[src/rtl/axi_lite_master.sv]
// ============================================================================
// axi_lite_master : single-outstanding AXI4-Lite initiator (cmd/rsp -> AXI)
// Rev 1.0
// ============================================================================
`default_nettype none

module axi_lite_master #(
  parameter int ADDR_WIDTH     = 32,
  parameter int TIMEOUT_CYCLES = 1024
) (
  input  logic                  i_axi_clk,
  input  logic                  i_axi_rst_n,
  input  logic                  i_cmd_valid,
  output logic                  o_cmd_ready,
  input  logic                  i_cmd_write,
  input  logic [ADDR_WIDTH-1:0] i_cmd_addr,
  input  logic [31:0]           i_cmd_wdata,
  input  logic [3:0]            i_cmd_wstrb,
  output logic                  o_rsp_valid,
  input  logic                  i_rsp_ready,
  output logic                  o_rsp_write,
  output logic [31:0]           o_rsp_rdata,
  output logic [1:0]            o_rsp_resp,
  output logic                  o_busy,
  output logic                  o_timeout,
  input  logic                  i_timeout_clr,
  output logic                  o_awvalid,
  input  logic                  i_awready,
  output logic [ADDR_WIDTH-1:0] o_awaddr,
  output logic                  o_wvalid,
  input  logic                  i_wready,
  output logic [31:0]           o_wdata,
  output logic [3:0]            o_wstrb,
  input  logic                  i_bvalid,
  output logic                  o_bready,
  input  logic [1:0]            i_bresp,
  output logic                  o_arvalid,
  input  logic                  i_arready,
  output logic [ADDR_WIDTH-1:0] o_araddr,
  input  logic                  i_rvalid,
  output logic                  o_rready,
  input  logic [1:0]            i_rresp,
  input  logic [31:0]           i_rdata
);

  localparam int              c_CNT_W    = $clog2(TIMEOUT_CYCLES + 1);
  localparam logic [c_CNT_W-1:0] c_CNT_MAX  = c_CNT_W'(TIMEOUT_CYCLES);
  localparam logic [c_CNT_W-1:0] c_CNT_LAST = c_CNT_W'(TIMEOUT_CYCLES - 1);

  localparam logic [2:0] c_IDLE = 3'd0;
  localparam logic [2:0] c_WR   = 3'd1;
  localparam logic [2:0] c_WB   = 3'd2;
  localparam logic [2:0] c_RA   = 3'd3;
  localparam logic [2:0] c_RD   = 3'd4;
  localparam logic [2:0] c_RSP  = 3'd5;

  logic [2:0]            r_state;
  logic [ADDR_WIDTH-1:0] r_addr;
  logic [31:0]           r_wdata;
  logic [3:0]            r_wstrb;
  logic                  r_awvalid;
  logic                  r_wvalid;
  logic                  r_bready;
  logic                  r_arvalid;
  logic                  r_rready;
  logic                  r_rsp_valid;
  logic                  r_rsp_write;
  logic [31:0]           r_rsp_rdata;
  logic [1:0]            r_rsp_resp;
  logic [c_CNT_W-1:0]    r_tmo_cnt;
  logic                  r_timeout;

  logic w_aw_done;
  logic w_w_done;
  logic w_wr_done;
  logic w_ra_done;
  logic w_waiting;

  // A channel counts as done once its valid has already dropped or is handshaking now.
  assign w_aw_done = !r_awvalid || i_awready;
  assign w_w_done  = !r_wvalid  || i_wready;
  assign w_wr_done = (r_state == c_WR) && w_aw_done && w_w_done;
  assign w_ra_done = (r_state == c_RA) && i_arready;
  assign w_waiting = ((r_state == c_WB) && !i_bvalid) || ((r_state == c_RD) && !i_rvalid);

  always_ff @(posedge i_axi_clk) begin
    if (!i_axi_rst_n) begin
      r_state     <= c_IDLE;
      r_addr      <= '0;
      r_wdata     <= '0;
      r_wstrb     <= '0;
      r_awvalid   <= 1'b0;
      r_wvalid    <= 1'b0;
      r_bready    <= 1'b0;
      r_arvalid   <= 1'b0;
      r_rready    <= 1'b0;
      r_rsp_valid <= 1'b0;
      r_rsp_write <= 1'b0;
      r_rsp_rdata <= '0;
      r_rsp_resp  <= '0;
    end else begin
      case (r_state)
        c_IDLE: begin
          if (i_cmd_valid) begin
            r_addr      <= i_cmd_addr;
            r_wdata     <= i_cmd_wdata;
            r_wstrb     <= i_cmd_wstrb;
            r_rsp_write <= i_cmd_write;
            if (i_cmd_write) begin
              r_state   <= c_WR;
              r_awvalid <= 1'b1;
              r_wvalid  <= 1'b1;
            end else begin
              r_state   <= c_RA;
              r_arvalid <= 1'b1;
            end
          end
        end
        c_WR: begin
          if (i_awready) r_awvalid <= 1'b0;
          if (i_wready)  r_wvalid  <= 1'b0;
          if (w_wr_done) begin
            r_state  <= c_WB;
            r_bready <= 1'b1;
          end
        end
        c_WB: begin
          if (i_bvalid) begin
            r_bready    <= 1'b0;
            r_rsp_resp  <= i_bresp;
            r_rsp_rdata <= '0;
            r_rsp_valid <= 1'b1;
            r_state     <= c_RSP;
          end
        end
        c_RA: begin
          if (i_arready) begin
            r_arvalid <= 1'b0;
            r_rready  <= 1'b1;
            r_state   <= c_RD;
          end
        end
        c_RD: begin
          if (i_rvalid) begin
            r_rready    <= 1'b0;
            r_rsp_rdata <= i_rdata;
            r_rsp_resp  <= i_rresp;
            r_rsp_valid <= 1'b1;
            r_state     <= c_RSP;
          end
        end
        c_RSP: begin
          if (i_rsp_ready) begin
            r_rsp_valid <= 1'b0;
            r_state     <= c_IDLE;
          end
        end
        default: r_state <= c_IDLE;
      endcase
    end
  end

  // Watchdog only reports; the transfer keeps waiting for the slave.
  always_ff @(posedge i_axi_clk) begin
    if (!i_axi_rst_n) begin
      r_tmo_cnt <= '0;
      r_timeout <= 1'b0;
    end else begin
      if (w_wr_done || w_ra_done) begin
        r_tmo_cnt <= '0;
      end else if (w_waiting && (r_tmo_cnt != c_CNT_MAX)) begin
        r_tmo_cnt <= r_tmo_cnt + 1'b1;
      end
      if (i_timeout_clr) begin
        r_timeout <= 1'b0;
      end else if (w_waiting && (r_tmo_cnt == c_CNT_LAST)) begin
        r_timeout <= 1'b1;
      end
    end
  end

  assign o_cmd_ready = (r_state == c_IDLE);
  assign o_busy      = (r_state != c_IDLE);
  assign o_rsp_valid = r_rsp_valid;
  assign o_rsp_write = r_rsp_write;
  assign o_rsp_rdata = r_rsp_rdata;
  assign o_rsp_resp  = r_rsp_resp;
  assign o_timeout   = r_timeout;
  assign o_awvalid   = r_awvalid;
  assign o_awaddr    = r_addr;
  assign o_wvalid    = r_wvalid;
  assign o_wdata     = r_wdata;
  assign o_wstrb     = r_wstrb;
  assign o_bready    = r_bready;
  assign o_arvalid   = r_arvalid;
  assign o_araddr    = r_addr;
  assign o_rready    = r_rready;

endmodule

`default_nettype wire

[config.mk]
export PLATFORM = sky130hd
export DESIGN_NAME = axi_lite_master
export DESIGN_NICKNAME = d
export VERILOG_FILES = /design/src/rtl/axi_lite_master.sv
export SDC_FILE = /design/constraint.sdc
export NUM_CORES = 1
export LEC_CHECK = 0
export BUFFER_PORTS_ARGS = -buffer_cell sky130_fd_sc_hd__buf_2
export CORE_MARGIN = 2
export CORE_UTILIZATION = 40
export DETAILED_ROUTE_END_ITERATION = 10
export GPL_TIMING_DRIVEN = 0
export PLACE_DENSITY = 0.83
export RECOVER_POWER = 50
export SYNTH_ARGS = -nofsm -noshare
export SYNTH_HDL_FRONTEND = slang
export SYNTH_SLANG_ARGS = --single-unit
[constraint.sdc]
create_clock -name i_axi_clk -period 2.1 [get_ports i_axi_clk]
set_input_delay 0.105 -clock i_axi_clk [delete_from_list [all_inputs] [get_ports i_axi_clk]]
set_output_delay 0.105 -clock i_axi_clk [all_outputs]
set_load 0.02 [all_outputs]
==> impl_metrics.yaml, run 1 <==
global_route:
  grt_first_pass_wirelength_mm: 25.20
  grt_overflow: 0
  antenna_found_initial: 0
  track_usage_pct: 23.97
  grt_max_degree: 17
  grt_pass1_vias: 5205
setup_path:
  startpoint_type: "flip-flop"
  critical_path.slowest_cell: "clkbuf_1"
  crit_type: "reg2reg"
  cp_top_family: "buffers and inverters"
  path_cells: "buf_2 > inv_1 > nand2_1 > nor2_1 > clkbuf_1 > a22oi_1 > nor2b_1"
  reg2reg_slack_ns: 0.11
  worstPathMaxFanout: 10
  cp_slowest_stage_delay_ns: 0.44
  crit_required_ns: 2.45
  cp-end-kind: "flip-flop"
  critPathBufInv: 3
  arrival_ns: 2.34
finish:
  layout-drive-gt1-share_pct: 21.34
  final_core_util_pct: 64.80
  antenna_cells: 0
  final_nets: 1088
  areaGrowthSynthToFinish_pct: 59.18
  mostFrequentLayoutCell: "clkbuf_1"
  final_cell_mix: "clkbuf_1 (157), nand2_1 (156), buf_2 (135)"
  fin_area_um2: 8144
sta:
  rsz0062_at_grt: "no"
  fmax_mhz: 503.1
  post-route-min-period_ns: 1.988
  final.setup.tns_ns: 0
  slew_headroom_pct: 64.07
  period_share_pct: 94.65
  setup_viol: 0
  holdWs_ns: 0.03643
  finalMaxSlewViolations: 0
  worst_pin_slew_ns: 0.5389
  hold_violations: 0
  finalClockSkew_ns: 0.01975
power_and_ir_drop:
  powerDensity_nw_per_um2: 1148
  power.leakage_uw: 0.003266
  irDropWorstVdd_mv: 0.8566
  total_power_uw: 9348
clocking:
  clock_path_buffers: 2
  htreeDepth: 4
  cts-root-buf: "clkbuf_16"
  post_cts_buffers: 0
  numCtsBuffers: 17
  clk_latency_ns: 0.42
  clk_pin_slew_ns: 0.06
  tritoncts: "yes"
  cts_sinks: 124
floorplan:
  die_h_um: 117.1
  ios: 259
  coreArea_um2: 12570
  initial_core_util_pct: 40.71
  fp.dieW_um: 117.1
  fp-row-count: 41
  fp.dieArea_um2: 13710
routing:
  drcViolationCount: 0
  wl_per_cell_um: 14.50
  initialDrtViolationCount: 320
  vias: 5474
  routed_wl_mm: 16.76
  viasPerCell: 4.735
  ant_nets: 0
  dr.pass1.iters: 5
yosys:
  synthSimpleGateAreaFrac_pct: 22.08
  synthesis.area_um2: 5116
  async_flop_share_pct: 0
  synth_top_family_by_area: "simple AND/OR/NAND/NOR gates"
  ys_seq_area_share_pct: 48.52
  synth-edff-count: 0
  synth_xor_xnor_area_share_pct: 1.712
  ys_types: 40
  ys_seq_elements: 124
  avgSynthCellArea_um2: 8.642
  muxShareOfSynthArea_pct: 0.5869
  synthCells: 592
  synth_warnings: 0
  synth_compound_gate_area_share_pct: 17.51
  syn_nets: 709
  synthAdderAreaFrac_pct: 0.4891
  ys.flop_type: "dfxtp_1"
placed_design:
  place_congestion: 0.8478
  hpwl_mm: 10.62
  dpl_cell_area_um2: 6618
  place.port_buffers: 257
run:
  max_cap_violations: 0
min_path:
  hp-class: "in2reg"
status:
  status: "finished clean"
-- Yosys cell counts, types with 3 or more instances --
| library cell | count | area [µm²] |
|---|---|---|
| xnor2_1 | 6 | 52.55 |
| buf_4 | 35 | 262.8 |
| xor2_1 | 4 | 35.03 |
| nor3_1 | 4 | 20.02 |
| a22oi_1 | 32 | 240.2 |
| o21ai_0 | 6 | 30.03 |
| clkbuf_1 | 24 | 90.09 |
| nor2b_1 | 34 | 212.7 |
| nand2b_1 | 3 | 18.77 |
| a21oi_1 | 7 | 35.03 |
| nor2_1 | 17 | 63.81 |
| dfxtp_1 | 124 | 2482 |
| nand4_1 | 5 | 31.28 |
| nand3_1 | 9 | 45.04 |
| inv_1 | 8 | 30.03 |
| nand2_1 | 156 | 585.6 |
| and2_1 | 4 | 25.02 |
| buf_2 | 12 | 60.06 |
| mux2i_1 | 3 | 30.03 |
| a21boi_0 | 71 | 533.0 |
-- sequential cells by signal (all words and copies together) (netlist names) --
| name | cells |
|---|---|
| o_wvalid | 1 |
| o_awvalid | 1 |
| o_wstrb | 4 |
| o_bready | 1 |
| o_timeout | 1 |
| r_state | 3 |
| r_tmo_cnt | 11 |
| o_rsp_resp | 2 |
| o_wdata | 32 |
| o_arvalid | 1 |
| o_rready | 1 |
| o_araddr | 32 |
| o_rsp_write | 1 |
| o_rsp_valid | 1 |
| o_rsp_rdata | 32 |
-- routing by layer --
metal	track usage (%)	up-vias	share of wire (%)
li1	-	2701	-
met1	27.35	2515	42
met2	40.77	215	50
met3	7.775	43	6.1
met4	11.29	0	2.6
met5	0	-	0
-- logic make-up (layout without fill, tap and decap cells) --
family / count (synthesis) / count (layout)
flip-flops: 124 / 124
XOR/XNOR: 10 / 10
AO/OA/AOI/OAI: 124 / 124
adder cells (fa/ha/maj): 2 / 2
buffers and inverters: 81 / 473
AND/OR/NAND/NOR: 248 / 248
multiplexers: 3 / 3
-- worst reg2reg max path: cells and delay by family, from the launching register on --
kind                   cells  cell delay (ns)
buffers and inverters      3             0.79
AO/OA/AOI/OAI              1             0.19
AND/OR/NAND/NOR            3             0.60
flip-flops                 1             0.36
-- power breakdown --
group,switching (µW),leakage (µW),internal [µW]
Clock,1120,0.000319,2130
Combinational,2010,0.00194,1110
Sequential,249,0.00101,2730
-- layout make-up --
| cell class | instances | area (µm²) |
|---|---|---|
| multi-input cells | 387 | 2168 |
| flip-flops and latches | 124 | 2482 |
| plain buffers | 73 | 436.7 |
| clock inverters | 15 | 236.5 |
| clock buffers | 17 | 425.4 |
| fillers | 1054 | 4424 |
| repair buffers | 360 | 2150 |
| inverters | 8 | 30.03 |
| well taps | 172 | 215.2 |
-- through the flow --
stage                     cells  setup slack [ns]
final                      1156            0.1123
after CTS                  1156            0.1928
after floorplan             592            0.3651
after global routing       1156           0.01011
after detailed placement   1021            0.1905
after global placement     1021            0.2236
-- what timing repair did --
item                                    4_1_cts  5_1_grt
endpoints found under the setup margin        0        4
endpoints found under the hold margin       103        0
resized for setup                             0        2
hold buffers                                103        0
-- final timing paths --
check,startpoint,end,depth (start not counted)
worst max register to register,r_state[0],o_rsp_rdata[5],7
worst max-delay path,r_state[0],o_rsp_rdata[5],7
worst min-delay path,i_cmd_write,o_arvalid,4
worst min register to register,o_rsp_valid,o_rsp_valid,2
No activity file was read; power rests on OpenSTA's default activity.
==> inputs of run 2 (changes only) <==
--- a/config.mk
+++ b/config.mk
@@ -6,6 +6,7 @@
 export NUM_CORES = 1
 export LEC_CHECK = 0
 export BUFFER_PORTS_ARGS = -buffer_cell sky130_fd_sc_hd__buf_2
+export CORE_ASPECT_RATIO = 0.7
 export CORE_MARGIN = 2
 export CORE_UTILIZATION = 40
 export DETAILED_ROUTE_END_ITERATION = 10
==> impl_metrics.yaml, run 2 (synthesis gave the netlist of run 1 again) <==
sta:
  period_share_pct: 90.49
  slew_headroom_pct: 65.46
  final.setup.tns_ns: 0
  worst_pin_slew_ns: 0.5109
  holdWs_ns: 0.009966
  hold_violations: 0
  post-route-min-period_ns: 1.900
  finalClockSkew_ns: 0.008942
  finalMaxSlewViolations: 0
  setup_viol: 0
  rsz0062_at_grt: "no"
  fmax_mhz: 526.2
setup_path:
  r2r.worst_path.cells: 7
  cp-startpoint: "r_state[1]"
  startpoint_type: "flip-flop"
  cp-end-kind: "flip-flop"
  arrival_ns: 2.19
  rr_startpoint: "r_state[1]"
  crit_required_ns: 2.39
  regToRegEndpoint: "o_rsp_rdata[5]"
  reg2reg_slack_ns: 0.20
  endpoint: "o_rsp_rdata[5]"
  worstPathMaxFanout: 10
  crit_type: "reg2reg"
power_and_ir_drop:
  irDropWorstVdd_mv: 0.6231
  power.leakage_uw: 0.003214
  total_power_uw: 8803
  powerDensity_nw_per_um2: 1100
global_route:
  grt_pass1_vias: 5332
  track_usage_pct: 23.34
  antenna_found_initial: 0
  grt_overflow: 0
  grt_first_pass_wirelength_mm: 25.99
  grt_max_degree: 17
routing:
  drcViolationCount: 0
  routed_wl_mm: 16.40
  wl_per_cell_um: 14.34
  dr.pass1.iters: 5
  vias: 5447
  ant_nets: 0
  viasPerCell: 4.761
  initialDrtViolationCount: 214
clocking:
  numCtsBuffers: 17
  tritoncts: "yes"
  clock_path_buffers: 2
  cts_sinks: 124
  clk_pin_slew_ns: 0.06
  clk_latency_ns: 0.40
  cts-root-buf: "clkbuf_16"
  htreeDepth: 4
  post_cts_buffers: 0
placed_design:
  place.port_buffers: 257
  dpl_cell_area_um2: 6605
  hpwl_mm: 10.60
  place_congestion: 0.8507
floorplan:
  fp.dieArea_um2: 13730
  fp.dieW_um: 139.2
  die_h_um: 98.62
  initial_core_util_pct: 41.05
  ios: 259
  fp-row-count: 34
  coreArea_um2: 12460
min_path:
  hp-start: "i_rdata[27]"
  hp-class: "in2reg"
finish:
  antenna_cells: 0
  fillers: 1101
  areaGrowthSynthToFinish_pct: 56.44
  final_nets: 1086
  layout-drive-gt1-share_pct: 21.59
  final_cell_mix: "nand2_1 (156), clkbuf_1 (155), buf_2 (135)"
  fin_area_um2: 8004
  mostFrequentLayoutCell: "nand2_1"
run:
  max_cap_violations: 0
status:
  status: "finished clean"
[run 2: critical path, cell delays in order (launching register included)]
cell and delay, ns:
dfxtp_1 0.30, buf_6 0.13, nor4b_2 0.18, or4_1 0.50, buf_2 0.20, buf_2 0.21, a22oi_1 0.20, nor2b_1 0.07
[run 2: layout make-up]
type                            instances  area (µm²)  area share (%)
Sequential cell                       124        2482           31.01
Timing Repair Buffer                  358        2130           26.61
Tap cell                              162       202.7           2.532
Inverter                                8       30.03          0.3752
Clock inverter                         15       126.4           1.579
Buffer                                 73       439.2           5.487
Multi-Input combinational cell        387        2168           27.09
Clock buffer                           17       425.4           5.315
[run 2: timing repair]
item                                    in CTS  in global routing
resized for setup                            0                  6
endpoints found under the setup margin       0                 13
hold buffers                               101                  0
hold endpoints to repair                   101                  0
[run 2: worst min path at each step]
stage,end,slack (ns),depth (start not counted)
finish,o_rsp_rdata[27],0.01,3
global route,o_rsp_rdata[27],0.01,3
CTS,o_rsp_rdata[27],0.002,3
detailed placement,o_timeout,0.27,2
global placement,o_timeout,0.27,2
floorplan,o_timeout,0.18,1
[run 2: where the power goes]
part / switching (µW) / internal (µW) / total [µW]
clock network: 1090 / 1620 / 2710
logic: 2010 / 1110 / 3120
registers: 247 / 2730 / 2980
total: 3340 / 5460 / 8800
[run 2: layer usage]
metal  global-route usage (%)  wire length [µm]  up-vias
met5                        0                 0        -
met4                    9.635               435        0
met3                    5.782               853       39
met2                    40.62              7869      195
met1                    27.83              7243     2517
li1                         -                 -     2696
[run 2: per-stage QoR]
step | std cells | utilization [%] | worst slack, ns
finish | 1144 | 64.21 | 0.1997
global route | 1144 | 64.21 | 0.04210
CTS | 1144 | 65.53 | 0.1874
detailed placement | 1011 | 52.99 | 0.2033
global placement | 1011 | 52.99 | 0.2423
floorplan | 592 | - | 0.3651
==> inputs of run 3 (changes only) <==
--- a/config.mk
+++ b/config.mk
@@ -11,6 +11,7 @@
 export CORE_UTILIZATION = 40
 export DETAILED_ROUTE_END_ITERATION = 10
 export GPL_TIMING_DRIVEN = 0
+export MAX_ROUTING_LAYER = met4
 export PLACE_DENSITY = 0.83
 export RECOVER_POWER = 50
 export SYNTH_ARGS = -nofsm -noshare
==> impl_metrics.yaml, run 3 (synthesis gave the netlist of run 1 again) <==
finish:
  seq_area_um2: 2482
  multi_input_area_um2: 2168
  fillers: 1101
  fin_cells: 1144
  final_core_util_pct: 64.21
  layout-drive-gt1-share_pct: 21.59
  antenna_cells: 0
  final_cell_mix: "nand2_1 (156), clkbuf_1 (155), buf_2 (135)"
  mostFrequentLayoutCell: "nand2_1"
  final_nets: 1086
  areaGrowthSynthToFinish_pct: 56.44
sta:
  worst_pin_slew_ns: 0.5109
  post-route-min-period_ns: 1.894
  final.setup.tns_ns: 0
  finalMaxSlewViolations: 0
  finalClockSkew_ns: 0.007406
  holdWs_ns: 0.01056
  setup_viol: 0
  rsz0062_at_grt: "no"
  slew_headroom_pct: 65.46
  fmax_mhz: 527.9
  period_share_pct: 90.21
  hold_violations: 0
min_path:
  hp-start: "i_rdata[27]"
  worstHoldEndpoint: "o_rsp_rdata[27]"
  holdPathStages: 3
  hp-class: "in2reg"
clocking:
  post_cts_buffers: 0
  tritoncts: "yes"
  htreeDepth: 4
  cts-root-buf: "clkbuf_16"
  numCtsBuffers: 17
  clk_pin_slew_ns: 0.06
  clk_latency_ns: 0.40
  cts_sinks: 124
  clock_path_buffers: 2
global_route:
  use_met2_pct: 40.62
  grtUsageMet3_pct: 5.539
  antenna_found_initial: 0
  track_usage_pct: 24.10
  grt_max_degree: 17
  grt_pass1_vias: 5339
  grt_overflow: 0
  busiest_layer: "met2"
  use_met1_pct: 28.19
  grt_first_pass_wirelength_mm: 25.99
routing:
  ant_nets: 0
  routed_wl_mm: 16.39
  initialDrtViolationCount: 242
  dr.pass1.iters: 4
  viasPerCell: 4.775
  vias: 5463
  drcViolationCount: 0
  wl_per_cell_um: 14.33
placed_design:
  hpwl_mm: 10.60
  dp_cells: 1011
  place.port_buffers: 257
  place_congestion: 0.8642
setup_path:
  cp-end-kind: "flip-flop"
  arrival_ns: 2.21
  reg2reg_slack_ns: 0.21
  regToRegEndpoint: "o_araddr[1]"
  crit_required_ns: 2.42
  startpoint_type: "flip-flop"
  worstPathMaxFanout: 10
  r2r.worst_path.cells: 8
  rr_startpoint: "r_state[2]"
  crit_type: "reg2reg"
floorplan:
  ios: 259
  fp-row-count: 34
  fp.dieW_um: 139.2
  initial_core_util_pct: 41.05
  die_h_um: 98.62
  fp.dieArea_um2: 13730
  coreArea_um2: 12460
power_and_ir_drop:
  irDropWorstVdd_mv: 0.6233
  powerDensity_nw_per_um2: 1100
  power.leakage_uw: 0.003214
  total_power_uw: 8801
run:
  max_cap_violations: 0
status:
  status: "finished clean"
run 3: cell counts in the layout (fill, tap and decap cells not counted):
Identical to the previous run, type by type.
run 3: per-stage QoR:
| step | setup slack [ns] | cell area [µm²] |
|---|---|---|
| final | 0.2056 | 8004 |
| after global routing | 0.01730 | 8004 |
| after CTS | 0.1874 | 8168 |
| after detailed placement | 0.2033 | 6605 |
| after global placement | 0.2423 | 6605 |
| after floorplan | 0.3651 | 5116 |
run 3: worst max-delay path, cell delays in order, from the launching register on:
cell and delay [ns]:
dfxtp_1 0.33, buf_2 0.19, nor3_2 0.33, and2_1 0.17, buf_2 0.16, buf_4 0.22
buf_4 0.20, nand2_1 0.07, a21boi_0 0.15
run 3: metal layers:
layer / share of wire (%) / up-vias
met5: 0 / -
met4: 2.9 / 0
li1: - / 2692
met3: 5.4 / 49
met1: 44 / 2503
met2: 48 / 219
run 3: cell type report:
class	instances	share of cell area (%)
Clock buffer	17	5.315
Timing Repair Buffer	358	26.61
Multi-Input combinational cell	387	27.09
Sequential cell	124	31.01
Buffer	73	5.487
Tap cell	162	2.532
Inverter	8	0.3752
Clock inverter	15	1.579
run 3: report_power, final:
part	switching (µW)	internal (µW)
clock	1080	1620
sequential	248	2730
combinational	2010	1110
total	3340	5460
run 3: worst max path at each step:
stage,startpoint,endpoint,depth (start not counted),slack (ns)
6_report,r_state[2],o_araddr[1],8,0.21
5_1_grt,r_state[2],o_wdata[6],6,0.02
4_1_cts,r_state[2],o_araddr[7],8,0.19
3_5_place_dp,r_state[2],o_araddr[7],8,0.20
3_3_place_gp,r_state[2],o_wdata[29],8,0.24
2_1_floorplan,r_state[2],o_araddr[0],8,0.37
run 3: repair_timing:
item                                    CTS  global route
hold buffers                            101             0
endpoints found under the setup margin    0            13
hold endpoints to repair                101             0
gates resized for setup                   0             6
